### src/rtl/hazard_unit_param.sv
// Scoreboard of in-flight register writers over DEPTH stages after issue: forwarding selects,
// load-use stall and flush bubbles. Optional stall/flush counters behind HAZARD_PERF_CNT_EN.
module hazard_unit_param #(
   parameter int DEPTH            = 2,
   parameter int NUM_SRC          = 2,
   parameter int REG_ADDR_W       = 5,
   parameter int LOAD_READY_STAGE = 2,
   parameter int FLUSH_STAGE      = 1,
   localparam int SEL_W           = $clog2(DEPTH + 1)
) (
   input  logic                          clk,
   input  logic                          reset,
   input  logic                          issue_valid,
   input  logic [NUM_SRC*REG_ADDR_W-1:0] issue_rs,
   input  logic [NUM_SRC-1:0]            issue_rs_used,
   input  logic [REG_ADDR_W-1:0]         issue_rd,
   input  logic                          issue_wen,
   input  logic                          issue_load,
   input  logic                          flush,
   output logic                          stall,
   output logic [NUM_SRC*SEL_W-1:0]      fwd_sel,
   output logic [DEPTH-1:0]              stage_valid,
   output logic                          wb_wen,
   output logic [REG_ADDR_W-1:0]         wb_rd
`ifdef HAZARD_PERF_CNT_EN
   ,
   output logic [31:0]                   perf_stall_cnt,
   output logic [31:0]                   perf_flush_cnt
`endif
);

   logic [DEPTH:1]          v_q, wen_q, load_q;
   logic [REG_ADDR_W-1:0]   rd_q [1:DEPTH];

   logic                    raw_stall;
   logic [REG_ADDR_W-1:0]   rs;
   int                      hit_k;
   logic                    hit_load;

   // Scan oldest to youngest so the youngest matching writer overrides.
   always_comb begin
      raw_stall = 1'b0;
      fwd_sel   = '0;
      rs        = '0;
      hit_k     = 0;
      hit_load  = 1'b0;
      for (int s = 0; s < NUM_SRC; s++) begin
         rs       = issue_rs[s*REG_ADDR_W +: REG_ADDR_W];
         hit_k    = 0;
         hit_load = 1'b0;
         for (int k = DEPTH; k >= 1; k--) begin
            if (v_q[k] && wen_q[k] && (rd_q[k] == rs) && (rs != '0) &&
                issue_rs_used[s] && issue_valid) begin
               hit_k    = k;
               hit_load = load_q[k];
            end
         end
         fwd_sel[s*SEL_W +: SEL_W] = SEL_W'(hit_k);
         if ((hit_k != 0) && hit_load && (hit_k < LOAD_READY_STAGE))
            raw_stall = 1'b1;
      end
   end

   assign stall = raw_stall & ~flush;

   always_ff @(posedge clk or posedge reset) begin
      if (reset) begin
         v_q    <= '0;
         wen_q  <= '0;
         load_q <= '0;
         for (int k = 1; k <= DEPTH; k++)
            rd_q[k] <= '0;
      end else begin
         // Younger-than-resolver stages are killed on flush; the resolver itself moves on intact.
         for (int k = DEPTH - 1; k >= 1; k--) begin
            v_q[k+1]    <= v_q[k] & ~(flush && ((k + 1) <= FLUSH_STAGE));
            wen_q[k+1]  <= wen_q[k];
            load_q[k+1] <= load_q[k];
            rd_q[k+1]   <= rd_q[k];
         end
         v_q[1]    <= issue_valid & ~stall & ~flush;
         wen_q[1]  <= issue_wen;
         load_q[1] <= issue_load;
         rd_q[1]   <= issue_rd;
      end
   end

   assign stage_valid = v_q;
   assign wb_wen      = v_q[DEPTH] & wen_q[DEPTH] & (rd_q[DEPTH] != '0);
   assign wb_rd       = rd_q[DEPTH];

`ifdef HAZARD_PERF_CNT_EN
   always_ff @(posedge clk or posedge reset) begin
      if (reset) begin
         perf_stall_cnt <= '0;
         perf_flush_cnt <= '0;
      end else begin
         if (stall && (perf_stall_cnt != 32'hFFFF_FFFF))
            perf_stall_cnt <= perf_stall_cnt + 32'd1;
         if (flush && (perf_flush_cnt != 32'hFFFF_FFFF))
            perf_flush_cnt <= perf_flush_cnt + 32'd1;
      end
   end
`endif

endmodule

### config.mk
export PLATFORM = sky130hd
export DESIGN_NAME = hazard_unit_param
export DESIGN_NICKNAME = d
export VERILOG_FILES = /design/src/rtl/hazard_unit_param.sv
export SDC_FILE = /design/constraint.sdc
export NUM_CORES = 1
export LEC_CHECK = 0
export CAP_MARGIN = 10
export CORE_MARGIN = 1
export CORE_UTILIZATION = 40
export DETAILED_ROUTE_END_ITERATION = 7
export DONT_BUFFER_PORTS = 1
export GPL_TIMING_DRIVEN = 0
export PLACE_DENSITY = 0.63
export SLEW_MARGIN = 20
export SYNTH_ARGS = -nofsm -noshare
export SYNTH_HDL_FRONTEND = slang
export SYNTH_SLANG_ARGS = --single-unit
export TNS_END_PERCENT = 50
### constraint.sdc
create_clock -name clk -period 2.2 [get_ports clk]
set_input_delay 0.33 -clock clk [delete_from_list [all_inputs] [get_ports clk]]
set_output_delay 0.33 -clock clk [all_outputs]
set_load 0.05 [all_outputs]
# Word level (Yosys, flattened, before mapping)
# Index checks and enable logic that the tools add are counted.
# classes
eq_ne	4
n_lt_le_gt_ge	2
mul	0
reduce_logical	27
muxes	10
shift	0
n_bitwise	7
addsub	0
div_mod_pow	0
# op_table
operator	count
32-bit by 3-bit less-than comparator with 1-bit output (second input constant)	2
32-bit nonzero test	2
32-bit 2-to-1 mux	1
1-bit logical AND	22
5-bit == test	4
5-bit nonzero test	3
1-bit 2-to-1 mux	6
2-bit 2-to-1 mux	3
1-bit AND	5
1-bit inverter	2
# totals
elab_cells	55
regBits	16
latchBits	0
ram_bits	0
out_inout_bits	13
mem_count	0
romBits	0

# Logic depth before layout (Yosys ltp)
# Gate-level depths: netlist (run 1).
# depth
depth_word	16
ltp_mapped	4
depth_no_buf	4

# Worst setup path before layout (run 1)
# No wires, ideal clock.
# synth_path
kind	flip-flop to output port
from	register v_q, in the netlist stage_valid[0]
to	output fwd_sel[3]
t_required_ps	1870
setup_slack_ps	-559
n_path_buf	0
path_stages_with_launch	4
arrival_time_ps	2429
cell_sequence	dfrtp_1 > nand2_1 > nor4_2 > nor2_1
# synth_between
elab_chain_cells	6
# synth_rtl
element	line	text
start, declared	32	logic [DEPTH:1] v_q, wen_q, load_q;
start signal, assigned by index	76	v_q[k+1] <= v_q[k] & ~(flush && ((k + 1) <= FLUSH_STAGE));
1-bit logical AND (4 in a row)	52	if (v_q[k] && wen_q[k] && (rd_q[k] == rs) && (rs != '0) &&
1-bit logical AND	53	issue_rs_used[s] && issue_valid) begin
32-bit 2-to-1 mux	52	
end, declared	21	output logic [NUM_SRC*SEL_W-1:0] fwd_sel,
# Every way passes these cells.

# Final worst setup path (run 1)
# layout_path
from	register rd_q[8] in the netlist's numbering
to	output stall
# layout_between
elab_chain_cells	12
elab_cells_between_ends	25
classes_between	2 x order compare; 2 x eq/ne; 6 x mux; 1 x bitwise; 14 x reduce/logical
# layout_rtl
element	line	text
start, declared	33	logic [REG_ADDR_W-1:0] rd_q [1:DEPTH];
start signal, assigned by index	79	rd_q[k+1] <= rd_q[k];
5-bit == test *	52	
1-bit logical AND * (3 in a row)	52	
1-bit logical AND *	53	
2-bit 2-to-1 mux *	52	
via fwd_sel[0]	21	
branches (longest 2 deep; another with 32-bit by 3-bit less-than comparator with 1-bit output)	n/a	
1-bit logical AND *	59	if ((hit_k != 0) && hit_load && (hit_k < LOAD_READY_STAGE))
1-bit 2-to-1 mux * (2 in a row)	59	
1-bit AND *	64	assign stall = raw_stall & ~flush;
end, declared	20	output logic stall,
# Mark *: on every way through the listed nets, which the timed path passes.

==> results.txt, run 1 <==
In this run the worst hold path is classified as primary input to flip-flop. The net total in the final layout is 103. Counting distinct cell types in the post-synthesis netlist gives 19. Setup violations remaining at the end of the flow were counted as 3. In the final layout, the share of cells above drive strength 1 is 0.2532. The number of primary I/O pins came out at 36.

From left edge to right edge, the die measures about 47 um. The total cell area at the placement stage is approximately 860 um^2. The number of cells on the worst reg-to-reg path came out at 4. The signal arrival time at the worst endpoint came out at between 2000 and 2500 ps. At the pin with the least slew margin, the transition time is 867.9 ps.

The worst-case vdd ir drop is 0.4027 mV. Along the worst hold path, the cell count comes to 0. The clock arrives with approximately 1.8 ps of skew. The layout overhead on the synthesized area came out at 15.72%.

The final cycle utilization of the critical path came out at 1.166. TritonCTS built the clock tree. The total negative setup slack came out at -956.7 ps. The synthesized area per cell is between 10 and 15 um^2.

The post-route cell area is 920.9 um^2. The number of H-tree levels came out at 1. The maximum root-to-sink buffer count is 2.

The total design power came out at about 0.55 mW. In the synthesized netlist the dominant register cell turns out to be sky130_fd_sc_hd__dfrtp_1. For this design the static power due to leakage is 0.3614 nW. The die covers 2172 um^2. The total length of routed met3 wires is 72 um. The library cells used most frequently in the layout, excluding fill and tap cells, are 15 x sky130_fd_sc_hd__xnor2_1, 14 x sky130_fd_sc_hd__dfrtp_1, 7 x sky130_fd_sc_hd__buf_4. The number of warning messages in the yosys log is 0. In this run the tool buffered the top-level ports with 0 buffer cells.

The remaining global-route overflow came out at 0. Across the run, the number of max-cap violations was 0. The worst path required time came out at around 1900 ps. The worst-path cell with the longest stage delay is sky130_fd_sc_hd__nor4_4. The total routed wirelength came out at 1.608 mm. The run finished, with violations left. The overall via count from detail_route came out at ~540. The power per standard cell area came out at between 500 and 600 nW/um^2. The routed design uses 854 um of met2 wire. Synthesis produced a netlist with a net count of 95. The clock latency of the later-clocked register in the worst-skew pair came out at 260 ps. The headroom to the max-slew limit is 0.4170. In this run the remaining antenna-violating nets after routing total 0. The die height came out at between 40 and 50 um. The HPWL reported at the end of detailed placement is 1.358 mm. The detailed router put a total of 669 um of wire on met1.

In this run the core area contains 15 standard-cell rows. Using the TritonRoute via totals, the vias-per-cell ratio works out to 5.231. The clock period minus final worst setup slack came out at 2566 ps. On the worst path, the slowest cell contributes a delay of 810 ps. The checks that failed: negative setup slack. The average wire per standard cell is 15.46 um. The max-slew violation total from the final report came out at 0. The critical path is of the flip-flop to primary output type.

STA classifies the critical path endpoint as a primary output. The antenna diode count came out at 0. The final hold violation count is 0. The pin count of the biggest net entering global routing came out at 16.

The initial core utilization came out at 0.4417. The library cell used most frequently in the layout, excluding fill and tap cells, is sky130_fd_sc_hd__xnor2_1. The clock drives 15 sinks.

The number of antenna violations at the first check in global routing was 0. The combined global-route utilization of all metal layers came out at 0.1557. Setup repair after global routing could not meet its margin everywhere. The post-synthesis sequential area ratio came out at 0.4717. Routability-driven placement finished with a final weighted congestion of 0.7375. Traced cell by cell, the critical path runs through xnor2_1 > nand4_1 > nor4_4 > o211a_4. The cell count after synthesis is 72. The total iterations of the first detailed-routing run is 1.

The placeable core region is 1802 um^2. The async set or reset register ratio after synthesis is 1.000. The maximum fanout along the worst path came out at 3. The number of buffers created by CTS is 3. Routed signal wires occupy layers up through met4. The number of enable-type register cells in the synthesized netlist is 0. The DRC marker count from the first detailed-route iteration came out at 0. The synthesized area came out at 795.8 um^2. In the routed design, unresolved DRC markers number 0. The worst setup path is launched from a flip-flop.

The via count of the first global-routing pass was 527. The post-layout worst setup margin came out at -365.6 ps. The tree is rooted in a sky130_fd_sc_hd__clkbuf_4. Clock-pin slew was measured on the worst setup and hold paths at roughly 80 ps.

Synthesis inferred 15 register bits. The count of filler cells inserted in the layout is about 170. The highest achievable clock rate is 389.8 MHz.

The first global-routing pass estimated around 2.2 mm of wire.
[metrics by stage]
| step | setup WS [ps] | instances | util | hold slack (ps) |
|---|---|---|---|---|
| CTS | -383.5 | 104 | 0.5069 | 74.70 |
| detailed placement | -143.1 | 97 | 0.4750 | 285.7 |
| finish | -365.6 | 104 | 0.5111 | 86.26 |
| global placement | -123.3 | 97 | 0.4750 | 273.8 |
| floorplan | 1.590 | 72 | - | 231.4 |
| global route | -475.8 | 104 | 0.5111 | 59.55 |
[flip-flops by register name, indices dropped and copies added (netlist names)]
| signal | flops |
|---|---|
| rd_q | 5 |
| load_q | 1 |
| wb_rd | 5 |
| stage_valid | 2 |
| wen_q | 2 |
[synthesized netlist by cell type (all sizes together) (2+ instances only)]
cell / count / area, um^2
xor2: 4 / 35.03
dfrtp: 15 / 375.4
or4: 3 / 26.27
a21oi: 2 / 10.01
nor4: 2 / 25.02
buf: 5 / 37.54
nor2: 5 / 18.77
xnor2: 16 / 140.1
nand2: 5 / 18.77
nand4: 5 / 31.28
nor3: 2 / 10.01
inv: 2 / 7.510
[worst max-delay path: cells and delay by family, from the launching register on]
kind                      cells  cell delay, ps
AOI/OAI and AO/OA             1             380
xor gates and xnor gates      1             170
DFF                           1             420
and+or+nand+nor               2            1000
[metal layers]
layer  vias to the layer above  global-route usage
met5                         -                   0
met4                         0             0.08824
met3                         2             0.02353
met2                        19              0.2806
met1                       264              0.1700
li1                        259                   -
[final cells by class]
| class | instances | area (um^2) | area share |
|---|---|---|---|
| Buffer | 5 | 37.54 | 0.04076 |
| Timing Repair Buffer | 3 | 25.02 | 0.02717 |
| Sequential cell | 15 | 376.6 | 0.4090 |
| Clock buffer | 4 | 26.28 | 0.02853 |
| Inverter | 2 | 7.507 | 0.008152 |
| Multi-Input combinational cell | 50 | 416.7 | 0.4524 |
| Tap cell | 25 | 31.28 | 0.03397 |
[worst paths after layout]
kind,start,end,slack (ps)
worst max-delay path,rd_q[8]$_DFF_PP0_,stall,-370
worst min-delay path,issue_rd[3],rd_q[8]$_DFF_PP0_,90
worst max register to register,stage_valid[0]$_DFF_PP0_,stage_valid[0]$_DFF_PP0_,530
worst min register to register,wen_q[1]$_DFF_PP0_,wen_q[2]$_DFF_PP0_,430
max in group asynchronous,reset,stage_valid[0]$_DFF_PP0_,1280
min in group asynchronous,reset,rd_q[6]$_DFF_PP0_,540
[repair_timing]
action	4_1_cts	5_1_grt
hold buffers	1	0
buffers inserted	2	0
resized for setup	2	1
setup endpoints to repair	6	5
pin swaps	3	9
endpoints found under the hold margin	15	0
[power breakdown]
| group | total, mW | internal [mW] | switching, mW |
|---|---|---|---|
| clock | 0.141 | 0.0701 | 0.0712 |
| combinational | 0.0928 | 0.0408 | 0.0520 |
| sequential | 0.314 | 0.290 | 0.0240 |
[logic make-up after synthesis]
kind of cell              count (synthesis)  synth area share
and+or+nand+nor                          23            0.1714
DFF                                      15            0.4717
xor gates and xnor gates                 20            0.2201
buffers and inverters                     7           0.05661
AOI/OAI and AO/OA                         7           0.08020
No activity file was read; power rests on OpenSTA's default activity.
==> run 2: changes to the inputs <==
--- a/config.mk
+++ b/config.mk
@@ -7,11 +7,11 @@
 export LEC_CHECK = 0
 export CAP_MARGIN = 10
 export CORE_MARGIN = 1
-export CORE_UTILIZATION = 40
+export CORE_UTILIZATION = 45
 export DETAILED_ROUTE_END_ITERATION = 7
 export DONT_BUFFER_PORTS = 1
 export GPL_TIMING_DRIVEN = 0
-export PLACE_DENSITY = 0.63
+export PLACE_DENSITY = 0.69
 export SLEW_MARGIN = 20
 export SYNTH_ARGS = -nofsm -noshare
 export SYNTH_HDL_FRONTEND = slang
==> run 2 against run 1 <==
Compared with the run above:
- the flow finishes with violations (design-rule violations, negative setup slack)
- worst setup slack improved by 19 ps
- global-route usage rose by 1.0 points
- routed wire length down 9.8%
- sequential power about the same
- design area fell by 0.41%
- total power hardly changed
- critical path depth stayed put
- combinational power up 0.5%
- first-iteration DRC count rose by 6
- count of clock-buffer cells in the layout is the same
- register-to-register slack better by 60 ps
- die area shrank 11%
- highest routed layer unchanged
==> results.txt, run 2 (same netlist as run 1, synthesis figures left out) <==
The flow ran to the end, but the final reports show violations. The final reports fail on design-rule violations, negative setup slack. The signal arrival time at the worst endpoint came out at 2220 ps (-20 ps). The post-layout worst setup margin came out at -347.0 ps (+18.58 ps). The clock tree from TritonCTS is built. The tightest min-delay check is of the primary input to flip-flop type. The fraction of final layout cells sized beyond drive strength 1 came out at 0.2658 (+0.01266). The floorplan die area came out at 1940 um^2 (-11%). The final cycle utilization of the critical path is 1.158 (-0.008444). The clock transition at the register clock pins on the worst setup and hold paths after CTS is 80 ps (about the same). The die height came out at 44.05 um (-5.5%).

The utilization of the core after routing was 0.5817 (+0.07064). The net total in the final layout came out at 103 (unchanged). The HPWL reported at the end of detailed placement came out at 1.244 mm (-8.4%). The average via count per standard cell came out at 5.537 (+5.9%). The number of primary I/O pins came out at 36 (unchanged). Walking the worst path, the cells encountered are xnor2_2 > nand4_1 > nor4_4 > o211a_4. The total iterations of the first detailed-routing run is 6 (+5). The remaining global-route overflow is 0 (unchanged). The port buffer count is 0 (unchanged). The worst hold margin came out at 84.84 ps (-1.416 ps). The first-pass GRT wire length came out at 2.256 mm (+2.5%). The clock latency of the later-clocked register in the worst-skew pair came to 270 ps (about the same). The clock skew after layout came out at 3.201 ps (+1.393 ps). The row count came to 14 (-1). The post-route antenna net violation count came out at 0 (unchanged). The combined global-route utilization of all metal layers came to 0.1658 (+0.01006). The pin count of the biggest net entering global routing came out at 16 (unchanged). The worst setup path is captured at a primary output. The worst setup path is launched from a flip-flop. The highest achievable clock rate is 392.6 MHz (+0.73%). The root buffer cell chosen for the clock tree is sky130_fd_sc_hd__clkbuf_4. The placeable core region came out at 1577 um^2 (-13%). The slowest stage of the critical path belongs to the cell sky130_fd_sc_hd__nor4_4. The worst path required time is 1870 ps (about the same). The post-route cell area is 917.1 um^2 (-0.41%). The max-slew violation total from the final report came to 0 (unchanged). The die width came out at 44.05 um (-5.5%). The clock sink count came out at 15 (unchanged). The headroom to the max-slew limit is 0.4101 (-0.006888). The count of buffering cells on the critical path with inverters included came out at 0 (unchanged). The delay of the slowest cell on the worst path is 820 ps (about the same). The DRC marker count from the first detailed-route iteration came to 6 (+6).

The worst-case vdd ir drop is 0.4006 mV (-0.53%). The routability congestion estimate from global placement came out at 0.7410 (+0.47%). The antenna diode count came out at 0 (unchanged). The number of buffers created by CTS came out at 3 (unchanged). The count of max-cap constraint violations came out at 0 (unchanged).

The number of DRC violations after detailed routing came out at 3 (+3). The static leakage is 0.3670 nW (+1.6%). The number of antenna violations at the first check in global routing is 0 (unchanged).

The via count of the first global-routing pass came out at 547 (+3.8%). The total routed wirelength is 1.451 mm (-9.8%). The non-filler instance count after layout is 95 (-8.7%). The total negative setup slack came to -904.4 ps (+52.27 ps). The power per standard cell area was 597.2 nW/um^2 (+0.43%). The number of H-tree levels is 1 (unchanged).

The initial core utilization is 0.5048 (+0.06310). The number of setup violations in the final report is 3 (unchanged). The transition time of the tightest slew-check pin is 878.2 ps (+10.25 ps). The final hold violation count came out at 0 (unchanged). The maximum fanout along the worst path came to 3 (unchanged).

The number of cells in the design after placement was 88 (-9.3%). Broken down by cell family, the worst path's largest delay share belongs to simple AND/OR/NAND/NOR gates. The average wire per standard cell is 15.27 um (-1.2%).

The clock period minus final worst setup slack came out at 2547 ps (-18.58 ps). The overall via count from detail_route was 526 (-3.3%). The post-placement setup slack is -163.2 ps (-20.13 ps). The total design power came to 0.5477 mW (about the same).

The library cells used most frequently in the layout, excluding fill and tap cells, are 14 x sky130_fd_sc_hd__xnor2_1, 14 x sky130_fd_sc_hd__dfrtp_1, 7 x sky130_fd_sc_hd__buf_4. The total cell area at the placement stage is 844.6 um^2 (-1.3%). The maximum root-to-sink buffer count is 2 (unchanged). Setup repair after global routing could not meet its margin everywhere. Relative to the synthesized area, the layout overhead comes to 15.25%. By startpoint and endpoint, the worst setup path is classified as flip-flop to primary output.
-- run 2: cell counts in the layout (fill, tap and decap cells not counted) --
Identical to the previous run, type by type.
-- run 2: timing repair --
action | CTS | global route
buffers inserted | 1 | 1
endpoints found under the hold margin | 15 | 0
hold buffers | 1 | 0
setup endpoints to repair | 5 | 5
resized for setup | 2 | 2
pin swaps | 3 | 3
-- run 2: where the power goes --
part           switching (mW)  internal [mW]
logic                  0.0513         0.0420
clock network          0.0715         0.0701
registers              0.0233          0.290
total                   0.146          0.402
-- run 2: worst paths after layout --
| check | from | endpoint | slack [ps] | cells past startpoint |
|---|---|---|---|---|
| min | issue_rd[2] | rd_q[7]$_DFF_PP0_ | 80 | 0 |
| max | rd_q[9]$_DFF_PP0_ | stall | -350 | 4 |
| min in group asynchronous | reset | rd_q[7]$_DFF_PP0_ | 530 | 2 |
| min reg2reg | wen_q[1]$_DFF_PP0_ | wen_q[2]$_DFF_PP0_ | 420 | 0 |
| max reg2reg | stage_valid[0]$_DFF_PP0_ | stage_valid[0]$_DFF_PP0_ | 590 | 4 |
| max in group asynchronous | reset | stage_valid[0]$_DFF_PP0_ | 1290 | 2 |
-- run 2: layout make-up --
type,count,area [um^2]
buffer,5,37.54
clock buffer,4,26.28
fill,138,659.4
inverter,2,7.507
multi-input combinational,50,424.2
sequential,15,376.6
tap,16,20.02
timing repair buffer,3,25.02
-- run 2: routing by layer --
metal	global-route usage	wire, um	vias to the layer above
met5	0	0	-
met4	0.09091	10	0
met3	0.02449	88	2
met2	0.2853	751	17
met1	0.1989	599	249
li1	-	-	258
-- run 2: worst reg2reg max path: stages (launching register included) --
cell,delay (ps)
sky130_fd_sc_hd__dfrtp_2,550
sky130_fd_sc_hd__nand2_1,210
sky130_fd_sc_hd__or3_1,410
sky130_fd_sc_hd__o32ai_1,230
sky130_fd_sc_hd__a21oi_1,100
